==> config.mk <==
export PLATFORM = sky130hd
export DESIGN_NAME = dcache_ctrl
export DESIGN_NICKNAME = d
export VERILOG_FILES = /design/src/rtl/dcache_ctrl.sv
export SDC_FILE = /design/constraint.sdc
export NUM_CORES = 2
export LEC_CHECK = 0
export BUFFER_PORTS_ARGS = -buffer_cell sky130_fd_sc_hd__buf_2
export CORE_MARGIN = 2
export CORE_UTILIZATION = 45
export CTS_CLUSTER_DIAMETER = 120
export CTS_CLUSTER_SIZE = 16
export DETAILED_ROUTE_END_ITERATION = 6
export MAX_ROUTING_LAYER = met4
export PLACE_DENSITY = 0.65
export RECOVER_POWER = 25
export SYNTH_ARGS = -nofsm -noshare
export SYNTH_HDL_FRONTEND = slang
export SYNTH_MEMORY_MAX_BITS = 65536
export SYNTH_SLANG_ARGS = --single-unit
==> constraint.sdc <==
create_clock -name clk_i -period 7.3 [get_ports clk_i]
set_clock_uncertainty 0.15 [all_clocks]
set_input_delay 0.365 -clock clk_i [delete_from_list [all_inputs] [get_ports clk_i]]
set_output_delay 0.365 -clock clk_i [all_outputs]
set_load 0.01 [all_outputs]
==> src/rtl/dcache_ctrl.sv <==
// Direct-mapped write-back / write-allocate data cache between the MEM stage and block memory.
// States: IDLE (hit service / miss detect) | WB (victim write-back) | ALLOC (block read) | REFILL (install line)
module dcache_ctrl #(
  parameter int LINES = 16,
  parameter int TAG_W = 23
) (
  input  logic         clk_i,
  input  logic         rst_i,
  input  logic         cpu_req_i,
  input  logic         cpu_we_i,
  input  logic [31:0]  cpu_addr_i,
  input  logic [31:0]  cpu_data_i,
  output logic [31:0]  cpu_data_o,
  output logic         cpu_stall_o,
  output logic         mem_req_o,
  output logic         mem_we_o,
  output logic [31:0]  mem_addr_o,
  output logic [255:0] mem_data_o,
  input  logic [255:0] mem_data_i,
  input  logic         mem_ack_i
);
  localparam int IDX_W = $clog2(LINES);

  typedef enum logic [1:0] {S_IDLE, S_WB, S_ALLOC, S_REFILL} state_t;

  state_t            state_q, state_d;
  logic [LINES-1:0]  valid_q, dirty_q;
  logic [TAG_W-1:0]  tag_q  [LINES];
  logic [255:0]      data_q [LINES];
  logic [255:0]      blk_q;

  logic [TAG_W-1:0]  req_tag;
  logic [IDX_W-1:0]  idx;
  logic [7:0]        word_lsb;
  logic              hit;
  logic              victim_dirty;
  logic              unused_addr_bits;

  assign req_tag          = cpu_addr_i[31 -: TAG_W];
  assign idx              = cpu_addr_i[5 +: IDX_W];
  assign word_lsb         = {cpu_addr_i[4:2], 5'b0};
  assign unused_addr_bits = ^cpu_addr_i[1:0];

  assign hit = cpu_req_i & valid_q[idx] & (tag_q[idx] == req_tag) & (state_q == S_IDLE);
  assign victim_dirty = valid_q[idx] & dirty_q[idx];

  always_ff @(posedge clk_i or negedge rst_i) begin
    if (!rst_i) begin
      state_q <= S_IDLE;
    end else begin
      state_q <= state_d;
    end
  end

  always_comb begin
    state_d = state_q;
    case (state_q)
      S_IDLE: begin
        if (cpu_req_i && !hit) begin
          state_d = victim_dirty ? S_WB : S_ALLOC;
        end
      end
      S_WB:     if (mem_ack_i) state_d = S_ALLOC;
      S_ALLOC:  if (mem_ack_i) state_d = S_REFILL;
      S_REFILL: state_d = S_IDLE;
      default:  state_d = S_IDLE;
    endcase
  end

  always_comb begin
    cpu_stall_o = 1'b1;
    cpu_data_o  = '0;
    mem_req_o   = 1'b0;
    mem_we_o    = 1'b0;
    mem_addr_o  = '0;
    mem_data_o  = '0;
    case (state_q)
      S_IDLE: begin
        cpu_stall_o = cpu_req_i & ~hit;
        if (hit) cpu_data_o = data_q[idx][word_lsb +: 32];
      end
      S_WB: begin
        mem_req_o  = 1'b1;
        mem_we_o   = 1'b1;
        mem_addr_o = {tag_q[idx], idx, 5'b0};
        mem_data_o = data_q[idx];
      end
      S_ALLOC: begin
        mem_req_o  = 1'b1;
        mem_addr_o = {req_tag, idx, 5'b0};
      end
      default: ;
    endcase
  end

  // Only status bits are reset; tag/data contents are meaningless until valid is set.
  always_ff @(posedge clk_i or negedge rst_i) begin
    if (!rst_i) begin
      valid_q <= '0;
      dirty_q <= '0;
    end else if (state_q == S_REFILL) begin
      valid_q[idx] <= 1'b1;
      dirty_q[idx] <= 1'b0;
    end else if (hit && cpu_we_i) begin
      dirty_q[idx] <= 1'b1;
    end
  end

  always_ff @(posedge clk_i) begin
    if (state_q == S_ALLOC && mem_ack_i) begin
      blk_q <= mem_data_i;
    end
    if (state_q == S_REFILL) begin
      data_q[idx] <= blk_q;
      tag_q[idx]  <= req_tag;
    end else if (hit && cpu_we_i) begin
      data_q[idx][word_lsb +: 32] <= cpu_data_i;
    end
  end
endmodule

==> impl_metrics.ini <==
[synth]
synth_edf_count = 4720
ys_seq_area_share_pct = 76.6
syn_inst = 7998
ys.warnings.count = 0
synth_seq_cells = 4754
avgSynthCellArea_um2 = 23.3
synthFlopType = edfxtp_1
synth_area_um2 = 186000
synthArstFlopShare_pct = 0.715
ys_types = 64

[pwr]
leakagePower_nw = 66.9
power_frac_clock_pct = 30.4
p_comb_share_pct = 12.8
power.switching_mw = 14.7
p_seq_share_pct = 56.8
switching_share_pct = 25.6
peakVddDrop_uv = 196
powerDensity_nw_per_um2 = 269
internal_power_mw = 42.7

[final_layout]
nets = 9655
drive_gt1_share_pct = 30.6
syn2layout_area_growth_pct = 14.4
stdcell_count = 15001
final_util_pct = 51.6
fill_cells = 31532

[worst_setup_path]
crit_start = tag_q[5][18]
worst_setup_path_start_kind = flip-flop
path_cells = mux4_2 -> a22oi_1 -> nand2_1 -> xor2_1 -> a211oi_1 -> o2111ai_1 -> buf_4 -> nor4_1 -> nor2_1 -> nor2_1 -> dlymetal6s2s_1
r2r_start = tag_q[5][18]
cpPeakStageDelay_ns = 1.67
required_ns = 7.69
critPathCaptureType = flip-flop
critPathMaxFanout = 27
worst_path_max_delay_cell = dlymetal6s2s_1
crit_top_cell = nor2_1
crit_type = flip-flop to flip-flop
arrival_ns = 7.00

[placed_design]
io_buffers = 640
dp_cells = 13943
place_hpwl_um = 374000
routabilityCongestion = 0.923

[route]
wl_per_cell_um = 39.0
post_drt_via_cell_ratio = 6.33
wl_met2_um = 268000
wl_met3_um = 71700
drt_first_pass_iters = 6
num_vias = 94955
ant_nets = 0
drc = 0
top_layer = met4
routedLengthMet1_um = 203000
drt-initial-drc-count = 15175
wirelength_um = 585000

[cts]
clk_latency_ns = 1.01
numCtsBuffers = 337
cts.sinks = 4754
root_buffer = clkbuf_16
clockBufferDepth = 4
post_cts_buffers = 0
htreeDepth = 5
cts_tree = done
clk_pin_slew_worst_paths_ns = 0.07
cts.repair.resized = 0

[global_routing]
grt_max_degree = 157
antenna_found_initial = 134
grtUsageTotal_pct = 28.6
grt_first_pass_wirelength_um = 786000
overflow = 0
grt_pass1_vias = 92314

[floorplanning]
core.rowCount = 236
die_area_um2 = 419000
die_x_um = 647
core-area_um2 = 413000
die_h_um = 647
initial_core_util_pct = 45.1
io_pins = 648

[status]
failed_checks = max-capacitance violations, max-slew violations
status = complete, but fails checks

[flow_run]
maxCapViolations = 35

[timing]
period_needed_ns = 6.61
timing.final.crit_share_pct = 90.5
rsz0062_at_grt = no
setup_viol = 0
max_freq_mhz = 151
finalMaxSlewViolations = 965
worst_slew_pin_slew_ns = 4.32
finalSetupTns_ns = 0
hold_violations = 0
slew_headroom_pct = -188

[min_path]
min_path_type = primary input to flip-flop
worstHoldStart = mem_data_i[0]
[through the flow]
step	setup WS (ns)	power [mW]	hold WS (ns)	cell area, µm²
2_1_floorplan	1.83	36.4	-0.0806	186000
3_3_place_gp	1.29	40.0	0.294	199000
3_5_place_dp	1.19	40.2	0.306	199000
4_1_cts	1.35	57.5	0.000929	213000
5_1_grt	0.560	58.7	0.00346	213000
6_report	0.692	57.3	0.0333	213000
[flip-flops by register name, summed over array words and instances (netlist names), named ones only]
register and flops:
state_q 2, tag_q 368, data_q 4096, blk_q 256
valid_q 16
[final timing paths]
kind / to / slack [ns] / depth (start not counted)
max in group asynchronous: async pin / 4.81 / 4
min in group asynchronous: state_q[1] / 1.04 / 4
worst max-delay path: data_q[11][167] / 0.69 / 11
worst min-delay path: blk_q[0] / 0.03 / 2
worst min register to register: valid_q[4] / 0.32 / 1
worst max register to register: data_q[11][167] / 0.69 / 11
[cells in the final DEF, fill, tap and decap left out, types with 7 or more instances in the layout]
cell | Yosys | final
edfxtp_1 | 4720 | 4720
mux4_2 | 1416 | 1416
dlygate4sd3_1 | 0 | 511
buf_2 | 61 | 506
clkbuf_16 | 0 | 342
and2_1 | 308 | 268
mux2_2 | 230 | 195
clkbuf_1 | 283 | 181
diode_2 | 0 | 155
buf_4 | 14 | 146
nand2_1 | 138 | 138
mux2i_1 | 106 | 106
buf_12 | 0 | 100
nor2_1 | 147 | 75
nor2_4 | 0 | 67
mux2_1 | 23 | 58
a21oi_4 | 0 | 48
inv_1 | 53 | 44
and2_0 | 0 | 40
a21oi_1 | 84 | 36
nand2b_1 | 36 | 36
dfrtp_1 | 34 | 34
a22oi_1 | 32 | 32
o21ai_0 | 30 | 30
nand3_1 | 25 | 25
nor2b_1 | 25 | 25
xnor2_1 | 20 | 20
clkinv_8 | 0 | 11
ha_1 | 10 | 10
inv_6 | 0 | 8
a22o_1 | 7 | 7
a21boi_0 | 7 | 7
[critical path: cells and delay by family, from the launching register on]
family | cells | cell delay, ns
flops | 1 | 0.42
buf+inv | 2 | 1.92
xor+xnor | 1 | 0.18
compound gates | 3 | 0.96
mux | 1 | 0.48
simple gates | 4 | 1.96
[what timing repair did]
item / CTS / global route
hold buffers: 512 / 0
endpoints found under the hold margin: 679 / 0
setup endpoints to repair: 0 / 0
[area by class of cell]
type / instances / area (µm²) / share of cell area (%)
well taps: 5474 / 6850 / 3.22
inverters: 53 / 214 / 0.100
repair buffers: 1431 / 11500 / 5.38
multi-input cells: 2743 / 42400 / 19.9
flip-flops and latches: 4754 / 143000 / 67.0
clock inverters: 25 / 385 / 0.181
diodes: 155 / 388 / 0.182
clock buffers: 366 / 8650 / 4.06
[power groups by stage]
stage                     clock, mW  combinational (mW)  sequential [mW]
after floorplan                   0                3.61             32.8
after global placement            0                6.89             33.1
after detailed placement          0                7.09             33.2
after CTS                      17.6                7.32             32.5
after global routing           18.5                7.63             32.6
final                          17.4                7.34             32.6
[synthesized netlist by cell type (all sizes together), types with 6 or more instances]
cell type / count / area share (%)
xnor2: 20 / 0.094
buf: 169 / 0.49
edfxtp: 4720 / 76
and2: 308 / 1.0
a21boi: 7 / 0.028
a22o: 7 / 0.033
inv: 53 / 0.11
o21ai: 30 / 0.081
nor2: 147 / 0.30
a22oi: 32 / 0.13
ha: 10 / 0.067
dfrtp: 34 / 0.46
o211ai: 6 / 0.024
nor2b: 25 / 0.084
nand2: 138 / 0.28
mux2: 253 / 1.5
nand3: 25 / 0.067
mux4: 1416 / 17
a21oi: 84 / 0.23
mux2i: 106 / 0.57
clkbuf: 283 / 0.57
nand2b: 36 / 0.12
[cell families after synthesis]
logic type,count (synthesis),synth area share [%]
buffers and inverters,505,1.17
DFF,4754,76.6
muxes,1775,19.2
other,1,0.00202
AOI/OAI and AO/OA,216,0.742
and+or+nand+nor,712,2.02
adders and majority gates,10,0.0673
xor gates and xnor gates,25,0.118
[layer usage]
| metal | up-vias | GRT usage, % |
|---|---|---|
| li1 | 36385 | - |
| met1 | 50882 | 35.7 |
| met2 | 6535 | 41.7 |
| met3 | 1153 | 8.12 |
| met4 | 0 | 17.5 |
| met5 | - | - |
(Power assumes the default switching activity.)
